File: src/rtl/serial_tx_buff_pkg.sv
// Shared types and helpers for the serial transmit buffer.
package serial_tx_buff_pkg;

  typedef enum logic [1:0] {
    IDLE  = 2'd0,
    SHIFT = 2'd1,
    GAP   = 2'd2
  } state_t;

  // Counter width for a count of n; never narrower than one bit.
  function automatic int cnt_w(input int n);
    return (n < 2) ? 1 : $clog2(n);
  endfunction

endpackage

File: src/rtl/serial_tx_buff_piso_reg.sv
// Parallel-load, MSB-first shift register; zeros fill from the LSB end.
module piso_reg #(
  parameter int NDATA = 128
) (
  input  logic             clk,
  input  logic             rst,
  input  logic             load,
  input  logic             shift,
  input  logic [NDATA-1:0] din,
  output logic             dout
);

  logic [NDATA-1:0] sr_q;

  always_ff @(posedge clk) begin
    if (rst)        sr_q <= '0;
    else if (load)  sr_q <= din;
    else if (shift) sr_q <= {sr_q[NDATA-2:0], 1'b0};
  end

  assign dout = sr_q[NDATA-1];

endmodule

File: src/rtl/serial_tx_buff.sv
// Serialises one NDATA-bit word MSB first with an ena qualifier, then idles
// NGAP cycles and pulses done before accepting the next word.
module serial_tx_buff
  import serial_tx_buff_pkg::*;
#(
  parameter int NDATA = 128,
  parameter int NGAP  = 1
) (
  input  logic             clk,
  input  logic             rst,
  input  logic [NDATA-1:0] din,
  input  logic             din_valid,
  output logic             din_ready,
  output logic             dout,
  output logic             ena,
  output logic             done
);

  localparam int CNT_W = cnt_w(NDATA);
  localparam int GAP_W = cnt_w(NGAP);
  localparam logic [CNT_W-1:0] LAST_BIT = CNT_W'(NDATA - 1);
  localparam logic [GAP_W-1:0] LAST_GAP = GAP_W'(NGAP - 1);

  state_t           state_q, state_d;
  logic [CNT_W-1:0] bit_cnt_q, bit_cnt_d;
  logic [GAP_W-1:0] gap_cnt_q, gap_cnt_d;
  logic             load, shift_en, sr_msb;

  assign load = din_valid && (state_q == IDLE);

  piso_reg #(.NDATA(NDATA)) u_piso (
    .clk  (clk),
    .rst  (rst),
    .load (load),
    .shift(shift_en),
    .din  (din),
    .dout (sr_msb)
  );

  always_ff @(posedge clk) begin
    if (rst) begin
      state_q   <= IDLE;
      bit_cnt_q <= '0;
      gap_cnt_q <= '0;
    end else begin
      state_q   <= state_d;
      bit_cnt_q <= bit_cnt_d;
      gap_cnt_q <= gap_cnt_d;
    end
  end

  always_comb begin
    state_d   = state_q;
    bit_cnt_d = bit_cnt_q;
    gap_cnt_d = gap_cnt_q;
    shift_en  = 1'b0;
    case (state_q)
      IDLE: if (din_valid) state_d = SHIFT;
      SHIFT: begin
        // The bit on dout now is consumed; advance to the next one.
        shift_en = 1'b1;
        if (bit_cnt_q == LAST_BIT) begin
          bit_cnt_d = '0;
          state_d   = GAP;
        end else begin
          bit_cnt_d = bit_cnt_q + CNT_W'(1);
        end
      end
      GAP: begin
        if (gap_cnt_q == LAST_GAP) begin
          gap_cnt_d = '0;
          state_d   = IDLE;
        end else begin
          gap_cnt_d = gap_cnt_q + GAP_W'(1);
        end
      end
      default: state_d = IDLE;
    endcase
  end

  // Outputs decode registered state only; rst masks ready in its own cycle.
  assign din_ready = (state_q == IDLE) && !rst;
  assign ena       = (state_q == SHIFT);
  assign dout      = ena && sr_msb;
  assign done      = (state_q == GAP) && (gap_cnt_q == LAST_GAP);

endmodule

File: config.mk
export PLATFORM = sky130hd
export DESIGN_NAME = serial_tx_buff
export DESIGN_NICKNAME = d
export VERILOG_FILES = /design/src/rtl/serial_tx_buff_pkg.sv /design/src/rtl/serial_tx_buff_piso_reg.sv /design/src/rtl/serial_tx_buff.sv
export SDC_FILE = /design/constraint.sdc
export NUM_CORES = 1
export LEC_CHECK = 0
export CORE_MARGIN = 3
export CORE_UTILIZATION = 45
export CTS_CLUSTER_DIAMETER = 60
export DETAILED_ROUTE_END_ITERATION = 10
export GPL_TIMING_DRIVEN = 0
export HOLD_SLACK_MARGIN = 0.08
export PLACE_DENSITY_LB_ADDON = 0.2
export SETUP_SLACK_MARGIN = 0.5
export SYNTH_ARGS = -nofsm -noshare
export SYNTH_HDL_FRONTEND = slang
export SYNTH_HIERARCHICAL = 1
export SYNTH_SLANG_ARGS = --single-unit
File: constraint.sdc
create_clock -name clk -period 2.4 [get_ports clk]
set_clock_uncertainty 0.05 [all_clocks]
set_input_delay 0.6 -clock clk [delete_from_list [all_inputs] [get_ports clk]]
set_output_delay 0.6 -clock clk [all_outputs]
set_load 0.01 [all_outputs]
After elaboration in Yosys (flattened, before gate mapping)
Index checks and enable logic that the tools add are counted.

operators by class
  muxes and demuxes = 9
  add/subtract/negate cells = 2
  bitwise logic cells = 1
  equality and inequality tests = 6
  reduce and logical (&&, ||, !) cells = 8

operator list
  operator                                                count
  2-to-1 mux 128 bit                                      2
  adder 7 x 1 -> 7 bit (second input constant)            1
  equality test 7 bit (second input constant)             1
  2-to-1 mux 7 bit                                        1
  2-to-1 mux 2 bit                                        3
  case mux 2 bit (3 select lines)                         1
  logical AND 1 bit                                       4
  inequality test 2 bit (second input constant)           2
  AND reduction 3 bit                                     1
  equality test 2 x 1 -> 1 bit (second input constant)    1
  equality test 2 bit (second input constant)             1
  zero test 2 bit                                         1
  2-to-1 mux 1 bit                                        2
  inequality test 2 x 1 -> 1 bit (second input constant)  1
  nonzero test 2 bit                                      1
  adder 1 bit (second input constant)                     1
  zero test 1 bit                                         1
  inverter 1 bit                                          1

storage, ports and cells
  input bits = 131
  logic and storage cells = 30
  output and inout bits = 4
  register bits after elaboration = 138

Longest topological paths before layout
  depth after elaboration = 4
  depth in mapped cells = 7
  depth with buffers taken out = 5

Modules after synthesis
The synthesis kept the hierarchy.

modules (own cells, without submodules)
  module          seq. area each (um^2)  cells an instance  times used  area each (um^2)
  piso_reg        2562.5                 568                1           6143.4
  serial_tx_buff  180.2                  49                 1           417.9

Worst setup path after synthesis
OpenSTA, ideal clock, no wires.

  path type = input port to output port
  start point = in rst
  end point = out din_ready
  arrival time = 1.050 ns
  slack = 0.700 ns
  cell stages on the path = 2
  cell sequence = clkbuf_1 -> nor3_1

on the way
  longest elaborated chain between the ends = 2

ends and longest elaborated chain
  item               line                  text
  start, declared    serial_tx_buff.sv:10  input logic rst,
  zero test 1 bit    serial_tx_buff.sv:82  assign din_ready = (state_q == IDLE) && !rst;
  logical AND 1 bit  serial_tx_buff.sv:82
  end, declared      serial_tx_buff.sv:13  output logic din_ready,

Every way passes these cells.

Worst setup path after layout
  start point = reg state_q[1]
  end point = out dout

on the way
  longest elaborated chain between the ends = 2

ends and longest elaborated chain
  item                          line                  text
  start, declared               serial_tx_buff.sv:24  state_t state_q, state_d;
  start signal, assigned        serial_tx_buff.sv:46  state_q <= state_d;
  equality test 2 x 1 -> 1 bit  serial_tx_buff.sv:83  assign ena = (state_q == SHIFT);
  logical AND 1 bit             serial_tx_buff.sv:84  assign dout = ena && sr_msb;
  end, declared                 serial_tx_buff.sv:14  output logic dout,

Every way passes these cells.

==> results.tsv <==
metric	value	unit
register area	2750	sq um
Req. time, crit path	1.75	ns
Area Overhead vs Synth	35.0	%
syn_nets	749	
fin crit share	0.783	
Clk Latency, worst-skew pair	0.41	ns
GPL Wtd Cong	0.736	
clock sinks	137	
Remaining DRCs	0	
Max Cap Violations	0	
GRT overflow	0	
CP Capture Type	primary output	
Slew HR	0.546	
fin crit period	1.88	ns
Max Clk Rate	532	MHz
number of global-route vias before repair	5135	
post-DP HPWL	10400	um
floorplan row count	43	
final WL	14800	um
# hold bufs at CTS	0	
largest net degree at the start of global routing	17	
Final Net Count	907	
top-count cell post-synth	dfxtp_1	
Final Slew Violations	0	
post-synth top area cell	dfxtp_1	
Die Ht	127	um
crit path kind	reg2out	
CTS max path bufs	2	
Synth async-reset ratio	0	
Clock Root Buffer	clkbuf_16	
Ant. Diodes	0	
H-tree depth	4	
Ports	135	
first-pass GRT wire length	24200	um
top cells by count, synth	dfxtp_1, nor2b_1, mux2i_1	
main flop type after synthesis	dfxtp_1	
TritonCTS Buffers	17	
filler cell count	1199	
share of layout cells above drive strength 1	0.122	
number of synthesized flops with an enable pin	0	
flops & latches, synth	137	
final worst slack	0.521	ns
Leakage	3.19	nW
die width	127	um
post-layout util	0.629	
CP Launch Type	register	
Post-DRT Antenna Nets	0	
placement-stage cell area	8130	sq um
routed vias	5017	
Power Dens Cells	743	nW/um^2
initial antenna violation count	0	
area of the core region	14100	sq um
maximum VDD drop	0.434	mV
critical path arrival	1.23	ns
Post-Syn Instances	617	
final setup vio count	0	
Worst-Margin Slew	0.681	ns
area of the multi-input gates	3370	sq um
Starting DRT DRC Count	197	
Die ar.	16100	sq um
CTS tree	yes	
Unique masters post-synth	32	
drt wl/cell	15.3	um
Worst Path Max Fanout	3	
Worst-path clk slew	0.06	ns
syn avg cell area	10.6	sq um
Hold Path Class	reg2reg	
drt pass-1 iters	5	
Initial Util	0.465	
Min Hold Slack	0.449	ns
synthesized area	6560	sq um
Post-Layout Inst Area	8860	sq um
gr usage total	0.183	
run status	finished, final reports clean	
via-per-instance ratio	5.18	
Synth warnings	6	
Fin. Hold Viols	0	
synth top area cells	dfxtp_1, mux2i_1, nor2b_1	
RSZ-0062 raised after global routing	yes	
post-synth top area share	0.418	
Seq/Total Area, Yosys	0.418	
port bufs	134	
DP Worst Slack	-0.334	ns
[final timing paths]
| check | from | endpoint | slack (ns) | cells past startpoint |
|---|---|---|---|---|
| max reg2reg | state_q[1] | u_piso/sr_q[37] | 0.63 | 8 |
| min reg2reg | bit_cnt_q[6] | bit_cnt_q[6] | 0.45 | 2 |
| max | state_q[1] | dout | 0.52 | 4 |
| min | bit_cnt_q[6] | bit_cnt_q[6] | 0.45 | 2 |
[cell usage in the layout (no fill, tap or decap), types with 2 or more instances in the layout]
master / netlist / layout
a211oi_1: 106 / 106
a211oi_2: 21 / 21
a21oi_1: 5 / 5
a311oi_1: 2 / 2
buf_1: 2 / 6
buf_12: 13 / 13
buf_2: 8 / 6
buf_4: 0 / 5
buf_6: 1 / 4
bufinv_16: 0 / 6
clkbuf_1: 32 / 24
clkbuf_16: 0 / 17
clkbuf_2: 0 / 6
clkbuf_4: 0 / 2
clkdlybuf4s50_1: 0 / 129
clkinv_2: 0 / 4
clkinvlp_4: 0 / 3
dfxtp_1: 137 / 135
dfxtp_2: 0 / 2
inv_1: 3 / 2
mux2i_1: 127 / 127
nand2_1: 7 / 7
nand3_1: 2 / 2
nand3b_1: 2 / 2
nor2_1: 2 / 2
nor2b_1: 128 / 128
o21ai_0: 4 / 4
or3_1: 2 / 2
[kinds of logic after synthesis]
group | synth area share
simple gates | 0.140
compound gates | 0.176
flops | 0.418
mux | 0.194
buf+inv | 0.0692
xor+xnor | 0.00134
fa+ha+maj | 0.00191
[cell type report]
cell class	count	share of cell area
Buffer	56	0.0522
Tap cell	180	0.0254
Inverter	4	0.00212
Clock buffer	19	0.0500
Sequential cell	137	0.310
Timing Repair Buffer	139	0.155
Multi-Input combinational cell	420	0.381
Clock inverter	13	0.0253
[worst max-delay path: stages (launching register included)]
cell	delay, ns
dfxtp_2	0.32
nand2b_4	0.13
clkinvlp_4	0.10
and2_4	0.15
buf_6	0.11
[sequential cells by signal (all words and copies together), names as in the netlist]
register / cells
u_piso/sr_q: 128
state_q: 2
bit_cnt_q: 7
[what timing repair did]
item	CTS	global route
cloned	0	0
endpoints found under the setup margin	41	96
pin swaps	0	1
hold endpoints to repair	0	0
resized for setup	25	20
buffers inserted	4	1
[power by group]
part	leakage [nW]	total, mW	internal (mW)	switching [mW]
Sequential	1.14	2.60	2.48	0.112
Clock	0.323	2.92	1.97	0.955
Combinational	1.73	1.07	0.612	0.454
[stage by stage]
stage	TNS, ns	total power, mW	cells
2_1_floorplan	0	3.31	617
3_3_place_gp	-0.317	3.65	931
3_5_place_dp	-0.465	3.69	931
4_1_cts	0	6.64	967
5_1_grt	0	6.85	968
6_report	0	6.59	968
[layer usage]
metal  global-route usage  vias up  routed length, um
li1                     -     2567                  -
met5                    0        -                  0
met4               0.0713        0                259
met1                0.237     2328               6890
met2                0.298      102               7080
met3               0.0383       20                606
Power figures use the tool's default switching activity.
